### src/rtl/serial_adder.sv
// ---------------------------------------------------------------------------
// serial_adder
//
// Bit-serial unsigned adder with valid/ready handshakes on both sides.
// An operand pair is accepted in IDLE, added one bit per clock (LSB first)
// over WIDTH SHIFT cycles, and the result is then held in DONE until the
// downstream consumer takes it. Exactly one operation is in flight at a time.
//
// Ports:
//   clk        single clock, all state changes on its rising edge
//   rst_n      synchronous active-low reset
//   in_valid   operand pair a/b is presented
//   in_ready   block can accept an operand pair (IDLE only)
//   a, b       unsigned operands, WIDTH bits each
//   out_valid  sum/carry_out hold a completed result (DONE only)
//   out_ready  downstream consumes the result
//   sum        (a+b) mod 2^WIDTH, reads 0 whenever out_valid=0
//   carry_out  carry out of bit WIDTH-1, reads 0 whenever out_valid=0
//   busy       high in SHIFT or DONE
//
// WIDTH must be at least 2.
// ---------------------------------------------------------------------------
module serial_adder #(
    parameter int WIDTH = 8
) (
    input  logic             clk,
    input  logic             rst_n,
    input  logic             in_valid,
    output logic             in_ready,
    input  logic [WIDTH-1:0] a,
    input  logic [WIDTH-1:0] b,
    output logic             out_valid,
    input  logic             out_ready,
    output logic [WIDTH-1:0] sum,
    output logic             carry_out,
    output logic             busy
);

    // Counter is one bit wider than strictly needed so the increment on the
    // final SHIFT edge never wraps.
    localparam int CW = $clog2(WIDTH + 1);

    typedef enum logic [1:0] {
        IDLE  = 2'd0,
        SHIFT = 2'd1,
        DONE  = 2'd2
    } state_t;

    state_t           state_reg;
    logic [WIDTH-1:0] a_sh_reg;
    logic [WIDTH-1:0] b_sh_reg;
    logic [WIDTH-1:0] res_reg;
    logic             carry_reg;
    logic [CW-1:0]    cnt_reg;
    logic             in_ready_reg;
    logic             out_valid_reg;
    logic             busy_reg;

    // -----------------------------------------------------------------------
    // One-bit full adder built from two half-adder stages plus an OR.
    // -----------------------------------------------------------------------
    logic ha1_sum;
    logic ha1_carry;
    logic ha2_sum;
    logic ha2_carry;
    logic bit_sum;
    logic carry_next;

    assign ha1_sum    = a_sh_reg[0] ^ b_sh_reg[0];
    assign ha1_carry  = a_sh_reg[0] & b_sh_reg[0];
    assign ha2_sum    = ha1_sum ^ carry_reg;
    assign ha2_carry  = ha1_sum & carry_reg;
    assign bit_sum    = ha2_sum;
    assign carry_next = ha1_carry | ha2_carry;

    // -----------------------------------------------------------------------
    // Next values of the shift registers for one SHIFT cycle. Operands move
    // right (zero fill); the result register takes each new sum bit at its
    // MSB, so after WIDTH cycles the first (LSB) sum bit has arrived at bit 0.
    // -----------------------------------------------------------------------
    logic [WIDTH-1:0] a_sh_next;
    logic [WIDTH-1:0] b_sh_next;
    logic [WIDTH-1:0] res_next;

    genvar gi;
    generate
        for (gi = 0; gi < WIDTH - 1; gi++) begin : g_shift
            assign a_sh_next[gi] = a_sh_reg[gi+1];
            assign b_sh_next[gi] = b_sh_reg[gi+1];
            assign res_next[gi]  = res_reg[gi+1];
        end
    endgenerate

    assign a_sh_next[WIDTH-1] = 1'b0;
    assign b_sh_next[WIDTH-1] = 1'b0;
    assign res_next[WIDTH-1]  = bit_sum;

    // The edge that processes bit WIDTH-1 is the last SHIFT edge.
    logic last_shift;
    assign last_shift = (cnt_reg == CW'(WIDTH - 1));

    // -----------------------------------------------------------------------
    // Control FSM and datapath registers. Status outputs are registered
    // alongside the state so in_ready never depends combinationally on any
    // input.
    // -----------------------------------------------------------------------
    always_ff @(posedge clk) begin
        if (!rst_n) begin
            state_reg     <= IDLE;
            a_sh_reg      <= '0;
            b_sh_reg      <= '0;
            res_reg       <= '0;
            carry_reg     <= 1'b0;
            cnt_reg       <= '0;
            in_ready_reg  <= 1'b1;
            out_valid_reg <= 1'b0;
            busy_reg      <= 1'b0;
        end else begin
            case (state_reg)
                IDLE: begin
                    if (in_valid) begin
                        a_sh_reg     <= a;
                        b_sh_reg     <= b;
                        res_reg      <= '0;
                        carry_reg    <= 1'b0;
                        cnt_reg      <= '0;
                        state_reg    <= SHIFT;
                        in_ready_reg <= 1'b0;
                        busy_reg     <= 1'b1;
                    end
                end

                SHIFT: begin
                    a_sh_reg  <= a_sh_next;
                    b_sh_reg  <= b_sh_next;
                    res_reg   <= res_next;
                    carry_reg <= carry_next;
                    cnt_reg   <= cnt_reg + CW'(1);
                    if (last_shift) begin
                        state_reg     <= DONE;
                        out_valid_reg <= 1'b1;
                    end
                end

                DONE: begin
                    // Result registers are frozen here; only the handshake
                    // moves us on. Clearing them leaves no stale result.
                    if (out_ready) begin
                        state_reg     <= IDLE;
                        res_reg       <= '0;
                        carry_reg     <= 1'b0;
                        cnt_reg       <= '0;
                        in_ready_reg  <= 1'b1;
                        out_valid_reg <= 1'b0;
                        busy_reg      <= 1'b0;
                    end
                end

                default: begin
                    state_reg     <= IDLE;
                    a_sh_reg      <= '0;
                    b_sh_reg      <= '0;
                    res_reg       <= '0;
                    carry_reg     <= 1'b0;
                    cnt_reg       <= '0;
                    in_ready_reg  <= 1'b1;
                    out_valid_reg <= 1'b0;
                    busy_reg      <= 1'b0;
                end
            endcase
        end
    end

    // -----------------------------------------------------------------------
    // Outputs. The partial result is masked during SHIFT so sum/carry_out
    // only ever show a completed value.
    // -----------------------------------------------------------------------
    assign in_ready  = in_ready_reg;
    assign out_valid = out_valid_reg;
    assign busy      = busy_reg;
    assign sum       = res_reg & {WIDTH{out_valid_reg}};
    assign carry_out = carry_reg & out_valid_reg;

endmodule
### config.mk
export PLATFORM = sky130hd
export DESIGN_NAME = serial_adder
export DESIGN_NICKNAME = d
export VERILOG_FILES = /design/src/rtl/serial_adder.sv
export SDC_FILE = /design/constraint.sdc
export NUM_CORES = 1
export LEC_CHECK = 0
export ABC_AREA = 1
export CORE_MARGIN = 2
export CORE_UTILIZATION = 28
export DETAILED_ROUTE_END_ITERATION = 7
export DONT_BUFFER_PORTS = 1
export GPL_TIMING_DRIVEN = 0
export PLACE_DENSITY_LB_ADDON = 0.2
export SLEW_MARGIN = 30
export SYNTH_ARGS = -nofsm -noshare
export SYNTH_HDL_FRONTEND = slang
export SYNTH_SLANG_ARGS = --single-unit
export TNS_END_PERCENT = 30
### constraint.sdc
create_clock -name clk -period 1.97 [get_ports clk]
set_clock_uncertainty 0.15 [all_clocks]
set_input_delay 0.394 -clock clk [delete_from_list [all_inputs] [get_ports clk]]
set_output_delay 0.394 -clock clk [all_outputs]
set_load 0.01 [all_outputs]
==> impl_results.md, run 1 <==
- Routed Wire Length: 3.44 mm
- Initial antenna violation count: 0
- Least-Margin Pin Slew: 374 ps
- Die height: 80.0 microns
- Final cycle utilization of the critical path: 85.2%
- Clock Latency Late Sink: 280 ps
- Mapped Area: 0.00162 sq mm
- Crit-path slowest cell: dfxtp_1
- Total negative slack: 0 ps
- Diode count: 0
- 1st-iter DRT viols: 57
- CTS sink count: 34
- Pin count of the biggest net entering global routing: 11
- Top delay family on crit path: flip-flops
- Input/output buffers: 0
- Core area: 0.00554 sq mm
- Cell Chain, Critical Path: clkbuf_2 -> nand2_1 -> inv_1
- Worst Path Required: 1430 ps
- # rows: 27
- Sequential area share after synthesis: 42.1%
- Routed vias/inst: 4.35
- P per Cell Area: 802 mW/mm^2
- Worst setup path category: flip-flop to output pin
- Crit path buf inv count: 2
- Shortest period the worst path allows: 1680 ps
- GRT Util Overall: 12.2%
- Max Root-Sink Buffers: 2
- Avg Cell Area, Syn: 7.03 sq um
- H-tree depth: 2
- DP HPWL: 2.44 mm
- Hold Buf Count CTS: 0
- Wire length per cell: 11.2 microns
- DIE WIDTH: 80.0 microns
- Unique masters post-synth: 22
- Clk root buf: clkbuf_8
- Die Area: 0.00640 sq mm
- Area growth syn-to-layout: 10.8%
- Total gr overflow: 0
- # DRC: 0
- Ys Warns: 0
- Slowest stage delay, CP: 390 ps
- Post-CTS Setup Bufs: 0
- Max-Cap Viols: 0
- Final hold viol count: 0
- Arrival @ worst endpoint: 1130 ps
- Mapped Cells: 230
- RSZ-0062 raised after global routing: no
- Peak VDD IR: 0.000369 V
- Startpoint Class: flip-flop
- Starting Density: 29.2%
- First-pass GRT wire length: 5.91 mm
- Top Ports: 32
- Gpl congestion: 0.717
- Outcome: finished clean
- CTS tree: done
- Net count after synthesis: 252
- Vias in the first global route: 1303
- Fmax: 596 MHz
- Min-Delay Path Class: input pin to flip-flop
- Vias: 1339
- Total power draw: 1.44 mW
- Max Slew Vio Count: 0
- Largest fanout on the critical path: 10
- DRT Pass-1 Iters: 4
- Clock-pin slew reported for the worst setup and hold paths after clock tree synthesis: 70 ps
- Leak: 0.821 nW
- Slew HR: 75.0%
- CP Capture Type: output pin
- Share of cells above drive strength 1: 19.5%
- Final Setup Violations: 0
- Remaining antenna violation count: 0
- CTS buffer count: 5
- Post-synthesis register bit count: 34
- Post-layout nets: 259
==> layout by cell type (no fill, tap or decap) <==
master,instances
nand2_1,72
dfxtp_1,34
nor2_1,33
inv_1,16
o21ai_0,16
nand2_2,13
a21oi_2,10
nand3_1,10
clkbuf_8,6
inv_2,4
a21oi_1,4
buf_4,3
clkbuf_2,2
buf_6,2
or2_2,2
clkbuf_1,2
nand3_2,1
nor2_4,1
buf_2,1
o21ai_2,1
nand4_1,1
fa_1,1
ha_1,1
==> layout make-up <==
class                   instances  area, sq um
fillers                       666         3750
multi-input cells             166          795
plain buffers                  10         67.6
clock buffers                   6         82.6
well taps                      72         90.1
inverters                      20         75.1
flip-flops and latches         34          681
==> cell families after synthesis <==
group           share of synthesized area, %
fa+ha+maj                               2.01
flops                                   42.1
simple gates                            35.0
compound gates                          12.2
buf+inv                                 8.75
==> what timing repair did <==
action | CTS | global route
hold endpoints to repair | 0 | 0
resized for setup | 0 | 2
endpoints found under the setup margin | 0 | 3
==> power breakdown <==
group | internal, mW | total, mW | switching (mW)
sequential | 0.727 | 0.752 | 0.0258
combinational | 0.0634 | 0.173 | 0.110
clock | 0.269 | 0.510 | 0.241
==> layer usage <==
metal	part of all wire, %	vias to the layer above	track usage, %
li1	-	722	-
met1	49	585	15.2
met2	43	28	18.4
met3	6.6	4	5.20
met4	1.1	0	5.08
met5	0	-	0
==> path summary, 6_finish.rpt <==
path            endpoint  slack (ps)  depth (start not counted)          from
min          b_sh_reg[7]         100                          2          b[7]
max reg2reg   cnt_reg[1]         540                          6  state_reg[1]
min reg2reg   res_reg[0]         320                          2    res_reg[0]
max               sum[7]         290                          3     out_valid
==> synthesized netlist by cell type (all sizes together) <==
cell type | count | share of area (%)
a21oi | 14 | 6.7
buf | 6 | 3.1
nand3 | 11 | 3.7
ha | 1 | 0.77
fa | 1 | 1.2
dfxtp | 34 | 42
or2 | 2 | 0.77
inv | 20 | 4.6
nor2 | 34 | 8.4
nand4 | 1 | 0.39
clkbuf | 4 | 1.0
nand2 | 85 | 22
o21ai | 17 | 5.5
==> per-stage QoR <==
step                utilization (%)  instances  hold slack [ps]  cell area [sq um]  setup slack (ps)
floorplan                         -        230              294               1620               633
global placement               30.8        302              305               1710               348
detailed placement             30.8        302              310               1710               355
CTS                            32.3        308             94.5               1790              39.9
global route                   32.3        308              105               1790               176
finish                         32.3        308              104               1790               292
(Power assumes the default switching activity.)
==> run 2, diff against run 1 <==
--- a/config.mk
+++ b/config.mk
@@ -12,6 +12,7 @@
 export DONT_BUFFER_PORTS = 1
 export GPL_TIMING_DRIVEN = 0
 export PLACE_DENSITY_LB_ADDON = 0.2
+export RECOVER_POWER = 25
 export SLEW_MARGIN = 30
 export SYNTH_ARGS = -nofsm -noshare
 export SYNTH_HDL_FRONTEND = slang
==> impl_results.md, run 2 (same netlist as run 1, synthesis figures left out) <==
- P per Cell Area: 804 mW/mm^2 (+0.33%)
- Max Slew Vio Count: 0 (unchanged)
- DP HPWL: 2.44 mm (unchanged)
- Met2 wire len: 1.49 mm (unchanged)
- Total power draw: 1.43 mW (about the same)
- Worst Path Required: 2030 ps (+600 ps)
- Total negative slack: 0 ps (unchanged)
- Hold Startpoint: b[7]
- Peak VDD IR: 0.000369 V (about the same)
- DR top layer: met4
- Shortest period the worst path allows: 1710 ps (+33.5 ps)
- Gpl congestion: 0.717 (unchanged)
- Die height: 80.0 microns (unchanged)
- Dpl cells: 302 (unchanged)
- Initial antenna violation count: 0 (unchanged)
- # fillers: 668 (+0.30%)
- Vias: 1341 (+0.15%)
- Slew HR: 59.7% (-15 points)
- Final Instance Count excl. Fillers: 308 (unchanged)
- CTS tree: done
- Outcome: finished clean
- H-tree depth: 2 (unchanged)
- Final core occ: 32.2% (-0.14 points)
- Largest fanout on the critical path: 10 (unchanged)
- Routed vias/inst: 4.35 (+0.15%)
- CP Capture Type: flip-flop
- Cell Chain, Critical Path: nor2_1 -> nand2_2 -> nand2_2 -> buf_6 -> nand2_2 -> a21oi_2
- First-pass GRT wire length: 5.91 mm (unchanged)
- Met3 WL: 226 microns (unchanged)
- Diode count: 0 (unchanged)
- Hold Buf Count CTS: 0 (unchanged)
- Worst setup path category: flip-flop to flip-flop
- Area growth syn-to-layout: 10.3%
- Post-layout nets: 259 (unchanged)
- Core area: 0.00554 sq mm (unchanged)
- GRT Util Overall: 12.2% (unchanged)
- CTS buffer count: 5 (unchanged)
- Arrival @ worst endpoint: 1780 ps (+650 ps)
- Min-Delay Path Class: input pin to flip-flop
- CTS sink count: 34 (unchanged)
- Pin count of the biggest net entering global routing: 11 (unchanged)
- 1st-iter DRT viols: 57 (unchanged)
- DIE WIDTH: 80.0 microns (unchanged)
- Total gr overflow: 0 (unchanged)
- Reg-to-reg startpoint: state_reg[1]
- Top Ports: 32 (unchanged)
- Top delay family on crit path: simple AND/OR/NAND/NOR gates
- Crit path buf inv count: 1 (-1)
- Crit-path slowest cell: nor2_1
- # rows: 27 (unchanged)
- Startpoint Class: flip-flop
- Final hold viol count: 0 (unchanged)
- Starting Density: 29.2% (unchanged)
- Leading cell type in the layout, fill and taps excluded: nand2_1
- Leak: 0.819 nW (-0.29%)
- DRT Pass-1 Iters: 4 (unchanged)
- Final Setup Violations: 0 (unchanged)
- Die Area: 0.00640 sq mm (unchanged)
- Fmax: 584 MHz (-2.0%)
- # DRC: 0 (unchanged)
- Max Root-Sink Buffers: 2 (unchanged)
- Wire length per cell: 11.1 microns (-0.41%)
- Top cell by count, worst path: nand2_2
- Vias in the first global route: 1303 (unchanged)
- Worst setup path startpoint: state_reg[1]
- Met1 wire length: 1.68 mm (-0.89%)
- RSZ-0062 raised after global routing: no
- Final cycle utilization of the critical path: 86.9% (+1.7 points)
- Clk root buf: clkbuf_8
- Slowest stage delay, CP: 510 ps (+120 ps)
- Routed Wire Length: 3.43 mm (-0.41%)
- Share of cells above drive strength 1: 19.1% (-0.42 points)
- Remaining antenna violation count: 0 (unchanged)
- Least-Margin Pin Slew: 602 ps (+227 ps)
- Max-Cap Viols: 0 (unchanged)
- Clock Latency Late Sink: 280 ps (about the same)
- Clock-pin slew reported for the worst setup and hold paths after clock tree synthesis: 70 ps (about the same)
- Input/output buffers: 0 (unchanged)
- Commonest cells after routing, fill and taps aside: nand2_1 (72), nor2_1 (34), dfxtp_1 (34), inv_1 (16), o21ai_0 (16)
## run 2: worst reg2reg max path, stage by stage, from the launching register on
cell	delay [ps]
dfxtp_1	380
nor2_1	510
nand2_2	120
nand2_2	140
buf_6	180
nand2_2	60
a21oi_2	110
## run 2: layout make-up
type                    count  area, sq um  area share (%)
inverters                  20         75.1            4.21
clock buffers               6         82.6            4.63
flip-flops and latches     34          681            38.2
multi-input cells         166          787            44.1
well taps                  72         90.1            5.05
plain buffers              10         67.6            3.79
## run 2: worst paths after layout
kind	to	slack, ps	cells after the start
worst max-delay path	cnt_reg[1]	260	6
worst max register to register	cnt_reg[1]	260	6
worst min-delay path	b_sh_reg[7]	110	2
worst min register to register	res_reg[0]	320	2
## run 2: per-stage QoR
stage | setup WS, ps | area (sq um) | hold WS [ps]
floorplan | 633 | 1620 | 294
CTS | 39.9 | 1790 | 94.5
global placement | 348 | 1710 | 305
detailed placement | 355 | 1710 | 310
global route | 96.7 | 1780 | 105
finish | 258 | 1780 | 105
## run 2: layer usage
| layer | track usage [%] | vias up |
|---|---|---|
| li1 | - | 722 |
| met1 | 15.2 | 587 |
| met2 | 18.4 | 28 |
| met3 | 5.20 | 4 |
| met4 | 5.08 | 0 |
| met5 | 0 | - |
## run 2: what timing repair did
item	in CTS	in global routing
setup buffers	0	0
gates resized for setup	0	2
setup endpoints to repair	0	3
## run 2: report_power, final
group          internal [mW]  switching, mW  leakage (nW)
Combinational         0.0628          0.109         0.497
Sequential             0.727         0.0249         0.279
Clock                  0.270          0.241        0.0431
Total                   1.06          0.375         0.819
